<file path="config.mk">
export PLATFORM = sky130hd
export DESIGN_NAME = ictlb_fwd_arb
export DESIGN_NICKNAME = d
export VERILOG_FILES = /design/src/rtl/ictlb_fwd_arb.sv
export SDC_FILE = /design/constraint.sdc
export NUM_CORES = 1
export LEC_CHECK = 0
export BUFFER_PORTS_ARGS = -buffer_cell sky130_fd_sc_hd__buf_2
export CORE_UTILIZATION = 51
export CTS_BUF_LIST = sky130_fd_sc_hd__clkbuf_8
export DETAILED_ROUTE_END_ITERATION = 16
export GPL_ROUTABILITY_DRIVEN = 0
export PLACE_DENSITY = 0.95
export SKIP_LAST_GASP = 1
export SYNTH_ARGS = -nofsm -noshare
export SYNTH_HDL_FRONTEND = slang
export SYNTH_SLANG_ARGS = --single-unit
</file>
<file path="constraint.sdc">
create_clock -name clk -period 4.7 [get_ports clk]
set_input_delay 1.41 -clock clk [delete_from_list [all_inputs] [get_ports clk]]
set_output_delay 1.41 -clock clk [all_outputs]
set_load 0.005 [all_outputs]
</file>
<file path="src/rtl/ictlb_fwd_arb.sv">
// Instruction-side L1 TLB forward-port arbiter: shares one port between core
// fetches and prefetches (core priority, starvation guard) through a 2-entry queue.

package ictlb_fwd_pkg;
  typedef struct packed {
    logic [5:0]  coreid;
    logic [38:0] laddr;
  } I_coretoictlb_pc_type;

  typedef struct packed {
    logic        l2;
    logic [38:0] laddr;
  } I_pfetol1tlb_req_type;

  typedef struct packed {
    logic [5:0]  coreid;
    logic        prefetch;
    logic        l2_prefetch;
    logic [2:0]  fault;
    logic [10:0] hpaddr;
    logic [2:0]  ppaddr;
  } I_l1tlbtol1_fwd_type;
endpackage

module ictlb_fwd_arb
  import ictlb_fwd_pkg::*;
#(
  parameter int STARVE_MAX = 8
) (
  input  logic                 clk,
  input  logic                 reset,
  input  logic                 coretoictlb_pc_valid,
  output logic                 coretoictlb_pc_retry,
  input  I_coretoictlb_pc_type coretoictlb_pc,
  input  logic                 pfetol1tlb_req_valid,
  output logic                 pfetol1tlb_req_retry,
  input  I_pfetol1tlb_req_type pfetol1tlb_req,
  output logic                 l1tlbtol1_fwd_valid,
  input  logic                 l1tlbtol1_fwd_retry,
  output I_l1tlbtol1_fwd_type  l1tlbtol1_fwd
);

  localparam int CW = $clog2(STARVE_MAX + 1);

  typedef enum logic [1:0] {
    EMPTY = 2'd0,
    ONE   = 2'd1,
    FULL  = 2'd2
  } occ_e;

  occ_e                occ;
  logic [CW-1:0]       starve_cnt;
  I_l1tlbtol1_fwd_type mem [2];
  logic                rd_ptr;
  logic                wr_ptr;

  logic                pf_l1;
  logic                pf_l2;
  logic                space;
  logic                starve_hit;
  logic                starve_win;
  logic                core_grant;
  logic                pf_grant;
  logic                enq;
  logic                deq;
  I_l1tlbtol1_fwd_type enq_data;

  // Only laddr[22:12] is meaningful in passthrough mode; the rest is ignored.
  logic unused_laddr;
  assign unused_laddr = ^{coretoictlb_pc.laddr[38:23], coretoictlb_pc.laddr[11:0],
                          pfetol1tlb_req.laddr[38:23], pfetol1tlb_req.laddr[11:0]};

  // Admission looks only at registered occupancy, so fwd_retry never reaches
  // the upstream retries combinationally.
  always_comb begin
    pf_l1      = pfetol1tlb_req_valid & ~pfetol1tlb_req.l2;
    pf_l2      = pfetol1tlb_req_valid & pfetol1tlb_req.l2;
    space      = (occ != FULL);
    starve_hit = (starve_cnt == CW'(STARVE_MAX));
    starve_win = reset & space & pf_l1 & starve_hit;
    core_grant = reset & ~starve_win & space & coretoictlb_pc_valid;
    pf_grant   = starve_win | (reset & ~core_grant & (occ == EMPTY) & pf_l1);
    enq        = core_grant | pf_grant;
    deq        = l1tlbtol1_fwd_valid & ~l1tlbtol1_fwd_retry;
  end

  always_comb begin
    // NOTE: every always_comb output gets a default first so no latch is inferred.
    enq_data        = '0;
    enq_data.fault  = 3'b000;
    if (pf_grant) begin
      enq_data.coreid      = '0;
      enq_data.prefetch    = 1'b1;
      enq_data.l2_prefetch = 1'b1;
      enq_data.hpaddr      = pfetol1tlb_req.laddr[22:12];
      enq_data.ppaddr      = pfetol1tlb_req.laddr[14:12];
    end else begin
      enq_data.coreid      = coretoictlb_pc.coreid;
      enq_data.hpaddr      = coretoictlb_pc.laddr[22:12];
      enq_data.ppaddr      = coretoictlb_pc.laddr[14:12];
    end
  end

  assign coretoictlb_pc_retry = reset & coretoictlb_pc_valid & ~core_grant;
  assign pfetol1tlb_req_retry = reset & pfetol1tlb_req_valid & ~(pf_l2 | pf_grant);
  assign l1tlbtol1_fwd_valid  = (occ != EMPTY);
  assign l1tlbtol1_fwd        = mem[rd_ptr];

  // NOTE: sequential state uses non-blocking assignments only.
  always_ff @(posedge clk or negedge reset) begin
    if (!reset) begin
      occ        <= EMPTY;
      starve_cnt <= '0;
      rd_ptr     <= 1'b0;
      wr_ptr     <= 1'b0;
      // NOTE: queue storage is reset so the head payload reads 0 during reset.
      mem[0]     <= '0;
      mem[1]     <= '0;
    end else begin
      if (enq) begin
        mem[wr_ptr] <= enq_data;
        wr_ptr      <= ~wr_ptr;
      end
      if (deq) begin
        rd_ptr <= ~rd_ptr;
      end

      if (enq && !deq) begin
        occ <= (occ == EMPTY) ? ONE : FULL;
      end else if (!enq && deq) begin
        occ <= (occ == FULL) ? ONE : EMPTY;
      end

      if (!pf_l1 || pf_grant) begin
        starve_cnt <= '0;
      end else if (core_grant && !starve_hit) begin
        starve_cnt <= starve_cnt + CW'(1);
      end
    end
  end

endmodule

</file>
==> results.md <==
- Status: finished clean
- Share of cells above drive strength 1: between 50% and 60%
- Clk sinks: 44
- Final WS setup: about 1.1 ns
- Post-CTS resize count: 0
- # rows: 24
- Setup CP Type: in2out
- Tot GR Track Use: between 10% and 20%
- Final std cells w/o fill: around 280
- Placed inst area: between 2000 and 3000 µm²
- Cell variety after synth: 34
- DP Worst Slack: ~1.0 ns
- Sw Share: 31.01%
- Post-route ant nets: 0
- Comb pwr share: 41.4%
- Dpl cells: 274
- EDFF count, synth: 0
- Power after layout: about 1.6 mW
- I/O pins: ~120
- CTS Hold Bufs: 0
- LEAKAGE: 1.273 nW
- Iteration-0 DRC Markers: 66
- TritonRoute pass-1 iters: 4
- Fmax: approximately 280 MHz
- Post-synth top area share: roughly 47%
- Ant diodes: 0
- Period utilisation layout: between 70% and 80%
- Ys flop type: dfrtp_1
- Inserted Clock Buffers: 5
- Clock root buffer: clkbuf_8
- Layout area overhead: 14.47%
- Via count: between 1000 and 1500
- Largest net degree at the start of global routing: 41
- Sequential power share: between 40% and 50%
- Total gr overflow: 0
- Detailed Place HPWL: around 3.1 mm
- Worst Path Arrival: 2.19 ns
- Final instance area: roughly 2700 µm²
- Total Wirelength: ~4.3 mm
- Initial antenna violation count: 0
- CP required: ~3.3 ns
- Final Hold Vio Count: 0
- Clk_lat worst skew: a little under 0.3 ns
- Setup Fix Bufs, Post-CTS: 0
- Max clock buf depth: 2
- Startpoint types: primary input
- Final core occ: between 60% and 70%
- Reg clk slew, reported paths: about 0.08 ns
- Max-slew headroom: roughly two fifths
- CTS tree: built
- Hold/Removal Path Class: reg2reg
- Die width: ~70 µm
- Vias per cell: roughly 5.3
- Endpoints failing setup: 0
- Fin Setup TNS: 0 ns
- Fin nets: approximately 320
- DRC: 0
- Fin Hold WS: about 0.51 ns
- Internal Power: between 1 and 1.5 mW
- CP endpoint kind: output pin
- Clock share of power: 15.5%
- Area contributors post-synth: dfrtp_1 (47%), mux2_2 (25%), mux2_4 (5.8%)
- Worst IR drop on VDD: ~0.34 mV
- H-tree depth: 2
- Routed len/inst: about 15 µm
- Mapped Area: around 2300 µm²
- Leading area contributor after synthesis: dfrtp_1
- Crit path time final: roughly 3.6 ns
- Initial core utilization: 53.45%
- Pwr Density: a little under 600 nW/µm²
- Worst slew pin tran: approximately 0.90 ns
- YS warnings: 0
- Sequential area share after synthesis: a little under half
- Switching power: 0.4860 mW
- Die Y: approximately 70 µm
- Synth async-reset ratio: 100.0%
- Max-cap viol count: 0
- Synth Area per Inst: between 10 and 15 µm²
- Synth Register Bits: between 40 and 50
- Core area: about 4400 µm²
- Gate Count Post-Synth: about 180
- Die ar.: ~4900 µm²
- RSZ-0062 raised after global routing: no
- Crit-path max FO: 3
- Layout fillers: between 300 and 400
- Slew Limit Fails: 0
- First-pass GRT wire length: around 7.4 mm
- Port bufs: between 50 and 60
- Vias in the first global route: between 1500 and 2000
- Clock Skew: 0.005795 ns
==> flip-flops by register name, summed over array words and instances (netlist names) <==
register,count
occ,2
rd_ptr,1
wr_ptr,1
starve_cnt,4
mem,36
==> path summary, 6_finish.rpt <==
kind	end	cells past startpoint	slack [ns]	from
max	pfetol1tlb_req_retry	5	1.10	coretoictlb_pc_valid
min	mem[18]	1	0.51	mem[18]
max reg2reg	mem[8]	6	1.77	starve_cnt[0]
min reg2reg	mem[18]	1	0.51	mem[18]
max in group asynchronous	mem[31]	2	2.97	reset
min in group asynchronous	starve_cnt[1]	1	0.97	reset
==> synthesized netlist by cell type (all sizes together), types with 2 or more instances <==
cell     n
xnor2    6
nor2     6
dfrtp   44
nand3    2
a21o     2
nand2    4
clkbuf   2
mux2    62
buf     12
a21oi    2
and2     6
inv      4
nor2b    2
ha       3
nor3     3
==> area by class of cell <==
| class | instances | area [µm²] | share of cell area, % |
|---|---|---|---|
| clock inverters | 2 | 11.26 | 0.4198 |
| clock buffers | 6 | 82.58 | 3.078 |
| well taps | 52 | 65.06 | 2.425 |
| inverters | 4 | 15.01 | 0.5597 |
| flip-flops and latches | 44 | 1101 | 41.04 |
| repair buffers | 59 | 297.8 | 11.10 |
| multi-input cells | 115 | 1110 | 41.37 |
==> metal layers <==
layer	vias to the layer above	global-route usage, %	share of wire [%]
met3	2	5.959	3.7
met5	-	0	0
met4	0	5.333	0.48
met2	36	33.97	52
met1	753	24.32	44
li1	704	-	-
==> kinds of logic (layout without fill, tap and decap cells) <==
group / after synthesis / count (layout) / share of synthesized area [%]
simple gates: 30 / 30 / 7.155
compound gates: 10 / 10 / 4.218
other cells: 1 / 3 / 0.1600
buf+inv: 18 / 71 / 5.980
fa+ha+maj: 3 / 3 / 1.602
xor+xnor: 6 / 6 / 2.242
flops: 44 / 44 / 46.98
mux: 63 / 63 / 31.66
==> power groups by stage <==
stage / logic (mW) / clock network (mW) / registers (mW)
2_1_floorplan: 0.522 / 0 / 0.619
3_3_place_gp: 0.632 / 0 / 0.669
3_5_place_dp: 0.653 / 0 / 0.683
4_1_cts: 0.658 / 0.250 / 0.676
5_1_grt: 0.713 / 0.265 / 0.704
6_report: 0.648 / 0.243 / 0.675
==> worst max-delay path: stages <==
cell and delay [ns]:
buf_2 0.11, nor2_1 0.22, o211ai_1 0.13, and3_1 0.20, buf_2 0.12
==> layout by cell type, fill, tap and decap left out, types with 2 or more instances in the layout <==
cell	count
dfrtp_1	44
nand2_1	4
and2_1	6
xnor2_1	6
clkbuf_8	6
conb_1	3
nand3_1	2
nor2_1	6
ha_1	3
mux2_4	9
mux2_2	53
nor3_1	3
inv_1	5
buf_2	58
a21o_1	2
nor2b_1	2
(Power assumes the default switching activity.)
